--- config.mk ---
export PLATFORM = sky130hd
export DESIGN_NAME = hamming_secded_stream
export DESIGN_NICKNAME = d
export VERILOG_FILES = /design/src/rtl/hamming_secded_stream.sv
export SDC_FILE = /design/constraint.sdc
export NUM_CORES = 1
export LEC_CHECK = 0
export CAP_MARGIN = 20
export CORE_UTILIZATION = 25
export CTS_BUF_LIST = sky130_fd_sc_hd__clkbuf_4 sky130_fd_sc_hd__clkbuf_8
export CTS_CLUSTER_SIZE = 28
export DETAILED_ROUTE_END_ITERATION = 8
export PLACE_DENSITY = 0.49
export SLEW_MARGIN = 10
export SYNTH_ARGS = -nofsm -noshare
export SYNTH_HDL_FRONTEND = slang
export SYNTH_SLANG_ARGS = --single-unit
--- constraint.sdc ---
create_clock -name clk -period 3.17 [get_ports clk]
set_input_delay 0.317 -clock clk [delete_from_list [all_inputs] [get_ports clk]]
set_output_delay 0.317 -clock clk [all_outputs]
set_load 0.01 [all_outputs]
--- src/rtl/hamming_secded_stream.sv ---
// Streaming Hamming SEC / SEC-DED decoder with a two-stage valid/ready pipeline
// and saturating corrected/uncorrectable word counters.
module hamming_secded_stream #(
  parameter  int unsigned R          = 3,
  parameter  int unsigned EXT_PARITY = 1,
  parameter  int unsigned CNT_W      = 16,
  localparam int unsigned N          = (2 ** R) - 1,
  localparam int unsigned K          = N - R,
  localparam int unsigned CW         = N + EXT_PARITY
) (
  input  logic             clk,
  input  logic             rst_n,
  input  logic             in_valid,
  output logic             in_ready,
  input  logic [CW-1:0]    in_code,
  output logic             out_valid,
  input  logic             out_ready,
  output logic [K-1:0]     out_data,
  output logic             out_err,
  output logic             out_uncorr,
  output logic [R-1:0]     out_loc,
  input  logic             clr_cnt,
  output logic [CNT_W-1:0] corr_cnt,
  output logic [CNT_W-1:0] uncorr_cnt
);

  logic             en;
  logic             s1_valid_q;
  logic [CW-1:0]    s1_code_q;

  logic             out_valid_q;
  logic [K-1:0]     out_data_q;
  logic             out_err_q;
  logic             out_uncorr_q;
  logic [R-1:0]     out_loc_q;
  logic [CNT_W-1:0] corr_cnt_q, corr_cnt_d;
  logic [CNT_W-1:0] uncorr_cnt_q, uncorr_cnt_d;

  logic [R-1:0]     syn;
  logic             par;
  logic [N-1:0]     fixed;
  logic [K-1:0]     dec_data;
  logic             dec_err;
  logic             dec_unc;
  logic [R-1:0]     dec_loc;

  // Both stages advance together whenever the output register is free or drained.
  assign en       = !out_valid_q || out_ready;
  assign in_ready = en;

  always_ff @(posedge clk or negedge rst_n) begin
    if (!rst_n) begin
      s1_valid_q <= 1'b0;
      s1_code_q  <= '0;
    end else if (en) begin
      s1_valid_q <= in_valid;
      if (in_valid) s1_code_q <= in_code;
    end
  end

  always_comb begin
    syn = '0;
    for (int unsigned i = 0; i < N; i++) begin
      if (s1_code_q[i]) syn = syn ^ R'(i + 1);
    end
    par = (EXT_PARITY != 0) ? ^s1_code_q : (syn != '0);

    fixed   = s1_code_q[N-1:0];
    dec_err = 1'b0;
    dec_unc = 1'b0;
    dec_loc = '0;
    if (syn != '0 && par) begin
      fixed   = s1_code_q[N-1:0] ^ (N'(1) << (syn - R'(1)));
      dec_err = 1'b1;
      dec_loc = syn - R'(1);
    end else if (syn == '0 && par) begin
      dec_err = 1'b1;
      dec_loc = R'(N);
    end else if (syn != '0) begin
      dec_unc = 1'b1;
    end

    // Shift data bits in from the top so the lowest data position lands at bit 0.
    dec_data = '0;
    for (int unsigned i = 0; i < N; i++) begin
      if (((i + 1) & i) != 0) dec_data = {fixed[i], dec_data[K-1:1]};
    end
  end

  always_ff @(posedge clk or negedge rst_n) begin
    if (!rst_n) begin
      out_valid_q  <= 1'b0;
      out_data_q   <= '0;
      out_err_q    <= 1'b0;
      out_uncorr_q <= 1'b0;
      out_loc_q    <= '0;
    end else if (en) begin
      out_valid_q <= s1_valid_q;
      if (s1_valid_q) begin
        out_data_q   <= dec_data;
        out_err_q    <= dec_err;
        out_uncorr_q <= dec_unc;
        out_loc_q    <= dec_loc;
      end
    end
  end

  always_comb begin
    corr_cnt_d   = corr_cnt_q;
    uncorr_cnt_d = uncorr_cnt_q;
    if (clr_cnt) begin
      corr_cnt_d   = '0;
      uncorr_cnt_d = '0;
    end else if (en && s1_valid_q) begin
      if (dec_err && corr_cnt_q != '1)   corr_cnt_d   = corr_cnt_q + CNT_W'(1);
      if (dec_unc && uncorr_cnt_q != '1) uncorr_cnt_d = uncorr_cnt_q + CNT_W'(1);
    end
  end

  always_ff @(posedge clk or negedge rst_n) begin
    if (!rst_n) begin
      corr_cnt_q   <= '0;
      uncorr_cnt_q <= '0;
    end else begin
      corr_cnt_q   <= corr_cnt_d;
      uncorr_cnt_q <= uncorr_cnt_d;
    end
  end

  assign out_valid  = out_valid_q;
  assign out_data   = out_data_q;
  assign out_err    = out_err_q;
  assign out_uncorr = out_uncorr_q;
  assign out_loc    = out_loc_q;
  assign corr_cnt   = corr_cnt_q;
  assign uncorr_cnt = uncorr_cnt_q;

endmodule

==> results of run 1 <==
worst min path at each step:
stage,from,to,slack [ps]
after global routing,rst_n,uncorr_cnt[3],50
after CTS,rst_n,uncorr_cnt[3],30
after global placement,rst_n,uncorr_cnt[0],380
final,rst_n,uncorr_cnt[13],20
after detailed placement,rst_n,uncorr_cnt[13],380
after floorplan,rst_n,corr_cnt[0],20
area by class of cell:
class	count	area, um2
clock buffer	5	68.8
clock inverter	3	67.6
timing repair buffer	61	603
sequential	51	1280
tap	136	170
multi-input combinational	197	1370
fill	1063	6830
inverter	7	26.3
report_power, final:
| group | total (mW) | internal, mW | switching [mW] |
|---|---|---|---|
| Combinational | 0.936 | 0.456 | 0.480 |
| Clock | 0.543 | 0.315 | 0.228 |
| Sequential | 0.815 | 0.739 | 0.0757 |
| Total | 2.29 | 1.51 | 0.784 |
synthesized netlist by cell type (all sizes together):
library cell / instances / area share, %
or4: 4 / 1.1
a22o: 1 / 0.32
o211ai: 1 / 0.28
xnor3: 2 / 1.8
mux2: 9 / 3.7
xnor2: 16 / 5.2
or3: 14 / 3.2
nand2: 24 / 3.3
ha: 7 / 3.2
nor3: 2 / 0.37
and2: 2 / 0.46
nor2b: 2 / 0.46
xor3: 2 / 1.8
o311ai: 1 / 0.97
nor4: 6 / 1.4
nand3: 13 / 2.4
dfrtp: 51 / 47
o21ai: 22 / 4.1
and4: 4 / 1.3
inv: 7 / 0.97
and3: 3 / 0.69
mux2i: 2 / 0.74
nand2b: 1 / 0.23
nand4: 6 / 1.4
o31ai: 4 / 1.1
nor4b: 3 / 1.4
a41o: 1 / 0.37
nor2: 17 / 2.4
xor2: 5 / 1.6
a21oi: 18 / 3.3
nor3b: 1 / 0.28
buf: 3 / 0.51
clkbuf: 6 / 0.83
o2111ai: 4 / 1.5
sequential cells by signal, summed over array words and instances (netlist names):
| name | count |
|---|---|
| uncorr_cnt | 16 |
| out_err | 1 |
| s1_valid_q | 1 |
| out_data | 4 |
| s1_code_q | 8 |
| out_loc | 3 |
| out_uncorr | 1 |
| out_valid | 1 |
| corr_cnt | 16 |
stage by stage:
step	utilization (%)	instance area (um2)
floorplan	-	2700
global placement	32.7	3410
detailed placement	32.7	3410
CTS	34.0	3540
global route	34.4	3580
finish	34.4	3580
layer usage:
metal  track usage [%]  vias to the layer above  part of all wire, %
li1                  -                     1075                    -
met1              15.7                     1057                   49
met2              19.0                       49                   45
met3              2.76                        6                  4.3
met4              3.27                        0                  1.1
met5                 0                        -                    0
layout by cell type, fill, tap and decap left out, types with 9 or more instances in the layout:
master / instances
nor2_1: 17
o21ai_0: 20
dfrtp_1: 51
xnor2_1: 16
nand3_1: 13
nand2_1: 24
mux2_2: 9
a21oi_1: 18
clkdlybuf4s50_1: 54
or3_1: 14
logic make-up after synthesis:
| family | after synthesis | share of synthesized area, % |
|---|---|---|
| AO/OA/AOI/OAI | 52 | 12.0 |
| XOR/XNOR | 25 | 10.3 |
| adder cells (fa/ha/maj) | 7 | 3.24 |
| buffers and inverters | 16 | 2.31 |
| flip-flops | 51 | 47.2 |
| multiplexers | 11 | 4.49 |
| AND/OR/NAND/NOR | 102 | 20.5 |
what timing repair did:
item / CTS / global route
hold endpoints to repair: 0 / 0
endpoints found under the setup margin: 0 / 4
resized for setup: 0 / 1
setup buffers: 0 / 3
==> flow_summary.toml, run 1 <==
[run_status]
status = "finished, final reports clean"

[setup_path]
startpoint = "s1_code_q[6]"
path_class = "reg2reg"
critPathTopFamily = "simple AND/OR/NAND/NOR gates"
required_ps = 3390
cp.depth = 9
critPathMaxStageDelay_ps = 510
worst_r2r_path_depth = 9
r2r_end = "uncorr_cnt[13]"
critPathMaxFanout = 9
rrSetupSlack_ps = 260
start_kind = "flop"
cpMostUsedCell = "ha_1"
path_buf_inv = 1
crit_chain = "xnor3_2 -> xor2_1 -> ha_1 -> ha_1 -> nor3b_2 -> buf_4 -> o311ai_4 -> or4_1 -> a21oi_1"
critPathCaptureType = "flop"
worstSetupEndpoint = "uncorr_cnt[13]"
crit_arrival_ps = 3120
r2r-start = "s1_code_q[6]"
slowest_stage = "or4_1"

[global_routing]
overflow = 0
grt_pass1_wl_mm = 10.5
grt_usage_pct = 11.8
grt_pass1_vias = 2119
grt_max_degree = 28
antenna_found_initial = 0

[die]
io_pins = 56
die_area_um2 = 11200
core_um2 = 10400
fp.dieH_um = 106
die_w_um = 106
row_count = 37
start_util_pct = 26.0

[power_and_ir_drop]
power_mw = 2.29
irDropWorstVdd_uv = 291
power_density_nw_per_um2 = 640
p_leak_nw = 1.40

[sta]
maxSlewViolCount = 0
tightest_slew_ps = 677
rsz0062_at_grt = "no"
period_needed_ps = 2910
setup_viol = 0
fmax_ghz = 0.344
fin_skew_ps = 7.75
finalHoldViolCount = 0
slew_headroom_pct = 54.7
period_share_pct = 91.7
setup_ws_ps = 264
setup_tns_ps = 0
fin_hold_ws_ps = 19.1

[route]
postRouteAntennaNets = 0
drt_pass1_iterations = 4
drcViolationCount = 0
first_iter_violations = 93
post_drt_wl_per_cell_um = 13.6
num_vias = 2187
drt-total-wl_mm = 6.27
vias_per_cell = 4.75

[synthesis]
yosys_warnings = 0
netlist_area_um2 = 2700
synth-seq-cells = 51
syn_area_per_cell_um2 = 10.2
syn-num-nets = 284
ys_seq_area_share_pct = 47.2
synthCells = 264
ys_types = 38

[finish]
antenna_cells = 0
drive_gt1_share_pct = 9.57
syn2layout_area_growth_pct = 32.5
fin_nets = 343
layout.cells.non_filler = 460

[placement]
port_buffers = 55
place_congestion = 0.721
dp_hpwl_mm = 4.55
dp_cells = 449
post-place-ws_ps = 154

[run]
cap_violations = 0

[clocking]
root_buffer = "clkbuf_8"
clk_latency_ps = 300
clockBufferDepth = 2
cts.sinks = 51
path_clk_slew_ps = 100
numCtsBuffers = 5
tritoncts = "yes"
cts_max_level = 2
holdBufCountCts = 0

[min_path]
worst_hold_path_type = "in2async"
(Power assumes the default switching activity.)
==> inputs of run 2 (changes only) <==
Settings changed: CTS_CLUSTER_DIAMETER from default to 150, PLACE_DENSITY 0.49 to 0.48.
Clock period 3.17 ns to 3.3 ns, I/O delays scaled along.
==> flow_summary.toml, run 2 (synthesized netlist as in run 1, its figures left out) <==
[route]
post_drt_wl_per_cell_um = 13.9
vias_per_cell = 4.76
drcViolationCount = 0
drt_pass1_iterations = 4
first_iter_violations = 76
postRouteAntennaNets = 0
drt-total-wl_mm = 6.34
num_vias = 2176

[placement]
port_buffers = 55
post-place-ws_ps = 354
place_congestion = 0.722
dp_hpwl_mm = 4.52
placed_cell_area_um2 = 3410

[global_routing]
grt_use_met3_pct = 3.25
use_met2_pct = 19.0
grt_usage_pct = 12.0
antenna_found_initial = 0
overflow = 0
grt_pass1_wl_mm = 10.7
grtUsageMet1_pct = 16.3
grt_pass1_vias = 2165
grt_max_degree = 35
grt_busiest_layer = "met2"

[die]
start_util_pct = 26.0
die_area_um2 = 11200
row_count = 37
core_um2 = 10400
die_w_um = 106
io_pins = 56
fp.dieH_um = 106

[setup_path]
path_class = "reg2reg"
rrSetupSlack_ps = 320
critPathMaxFanout = 19
worst_r2r_path_depth = 9
critPathCaptureType = "flop"
required_ps = 3520
crit_arrival_ps = 3200
r2r-start = "s1_code_q[6]"
r2r_end = "uncorr_cnt[13]"
start_kind = "flop"

[clocking]
post-cts-setup-buffers = 0
post_cts_resized = 0
clockBufferDepth = 2
clk_latency_ps = 300
tritoncts = "yes"
cts.sinks = 51
numCtsBuffers = 5
root_buffer = "clkbuf_8"
path_clk_slew_ps = 100
cts_max_level = 2
holdBufCountCts = 0

[finish]
layout_common_cells = "clkdlybuf4s50_1, dfrtp_1, nand2_1"
syn2layout_area_growth_pct = 29.8
drive_gt1_share_pct = 8.41
layout_commonest_cell = "clkdlybuf4s50_1"
fin_nets = 340
antenna_cells = 0
design_area_um2 = 3510

[sta]
maxSlewViolCount = 0
finalHoldViolCount = 0
period_needed_ps = 2980
slew_headroom_pct = 47.5
setup_viol = 0
period_share_pct = 90.5
fmax_ghz = 0.335
rsz0062_at_grt = "no"
setup_tns_ps = 0
setup_ws_ps = 315
fin_hold_ws_ps = 98.7
fin_skew_ps = 9.46
tightest_slew_ps = 788

[run]
cap_violations = 0

[power_and_ir_drop]
power_density_nw_per_um2 = 581
power_mw = 2.04
p_leak_nw = 1.37
irDropWorstVdd_uv = 207

[run_status]
status = "finished, final reports clean"

[min_path]
worst_hold_path_type = "in2async"
## run 2: cell count changes in the layout (fill, tap and decap cells not counted), sizes merged
cell	previous run	this run
buf	7	4
clkbuf	5	8
bufinv	2	0
clkinvlp	1	0
## run 2: how the worst max path moves through the flow
stage	slack, ps	end	start	depth (start not counted)
floorplan	330	uncorr_cnt[15]	s1_code_q[6]	9
global placement	390	uncorr_cnt[13]	s1_code_q[6]	9
detailed placement	350	uncorr_cnt[15]	s1_code_q[6]	9
CTS	300	uncorr_cnt[13]	s1_code_q[6]	9
global route	90	uncorr_cnt[13]	s1_code_q[6]	9
finish	320	uncorr_cnt[13]	s1_code_q[6]	9
## run 2: per-stage QoR
step	cells	util, %
2_1_floorplan	264	-
3_3_place_gp	449	32.7
3_5_place_dp	449	32.7
4_1_cts	457	33.7
5_1_grt	457	33.7
6_report	457	33.7
## run 2: layout make-up
cell class	instances	area, um2
timing repair buffer	58	568
tap	136	170
clock buffer	8	104
sequential	51	1280
multi-input combinational	197	1370
fill	1086	6910
inverter	7	26.3
## run 2: critical path, cell delays in order (launching register included)
cell and delay, ps:
dfrtp_1 430, xnor3_2 500, xor2_1 190, ha_1 200, ha_1 280, nor3b_1 230
buf_4 170, o311ai_4 230, or4_1 530, a21oi_1 150
## run 2: metal layers
metal  share of wire, %  wire length [um]  vias to the layer above
met5                  0                 0                        -
met4               0.38                24                        0
met3                4.7               299                        2
met2                 45              2860                       40
met1                 50              3160                     1065
li1                   -                 -                     1069
## run 2: power breakdown
part           switching [mW]  total, mW  leakage [nW]  internal (mW)
Sequential             0.0758      0.786         0.676          0.710
Combinational           0.450      0.848         0.637          0.398
Clock                   0.206      0.406        0.0549          0.200
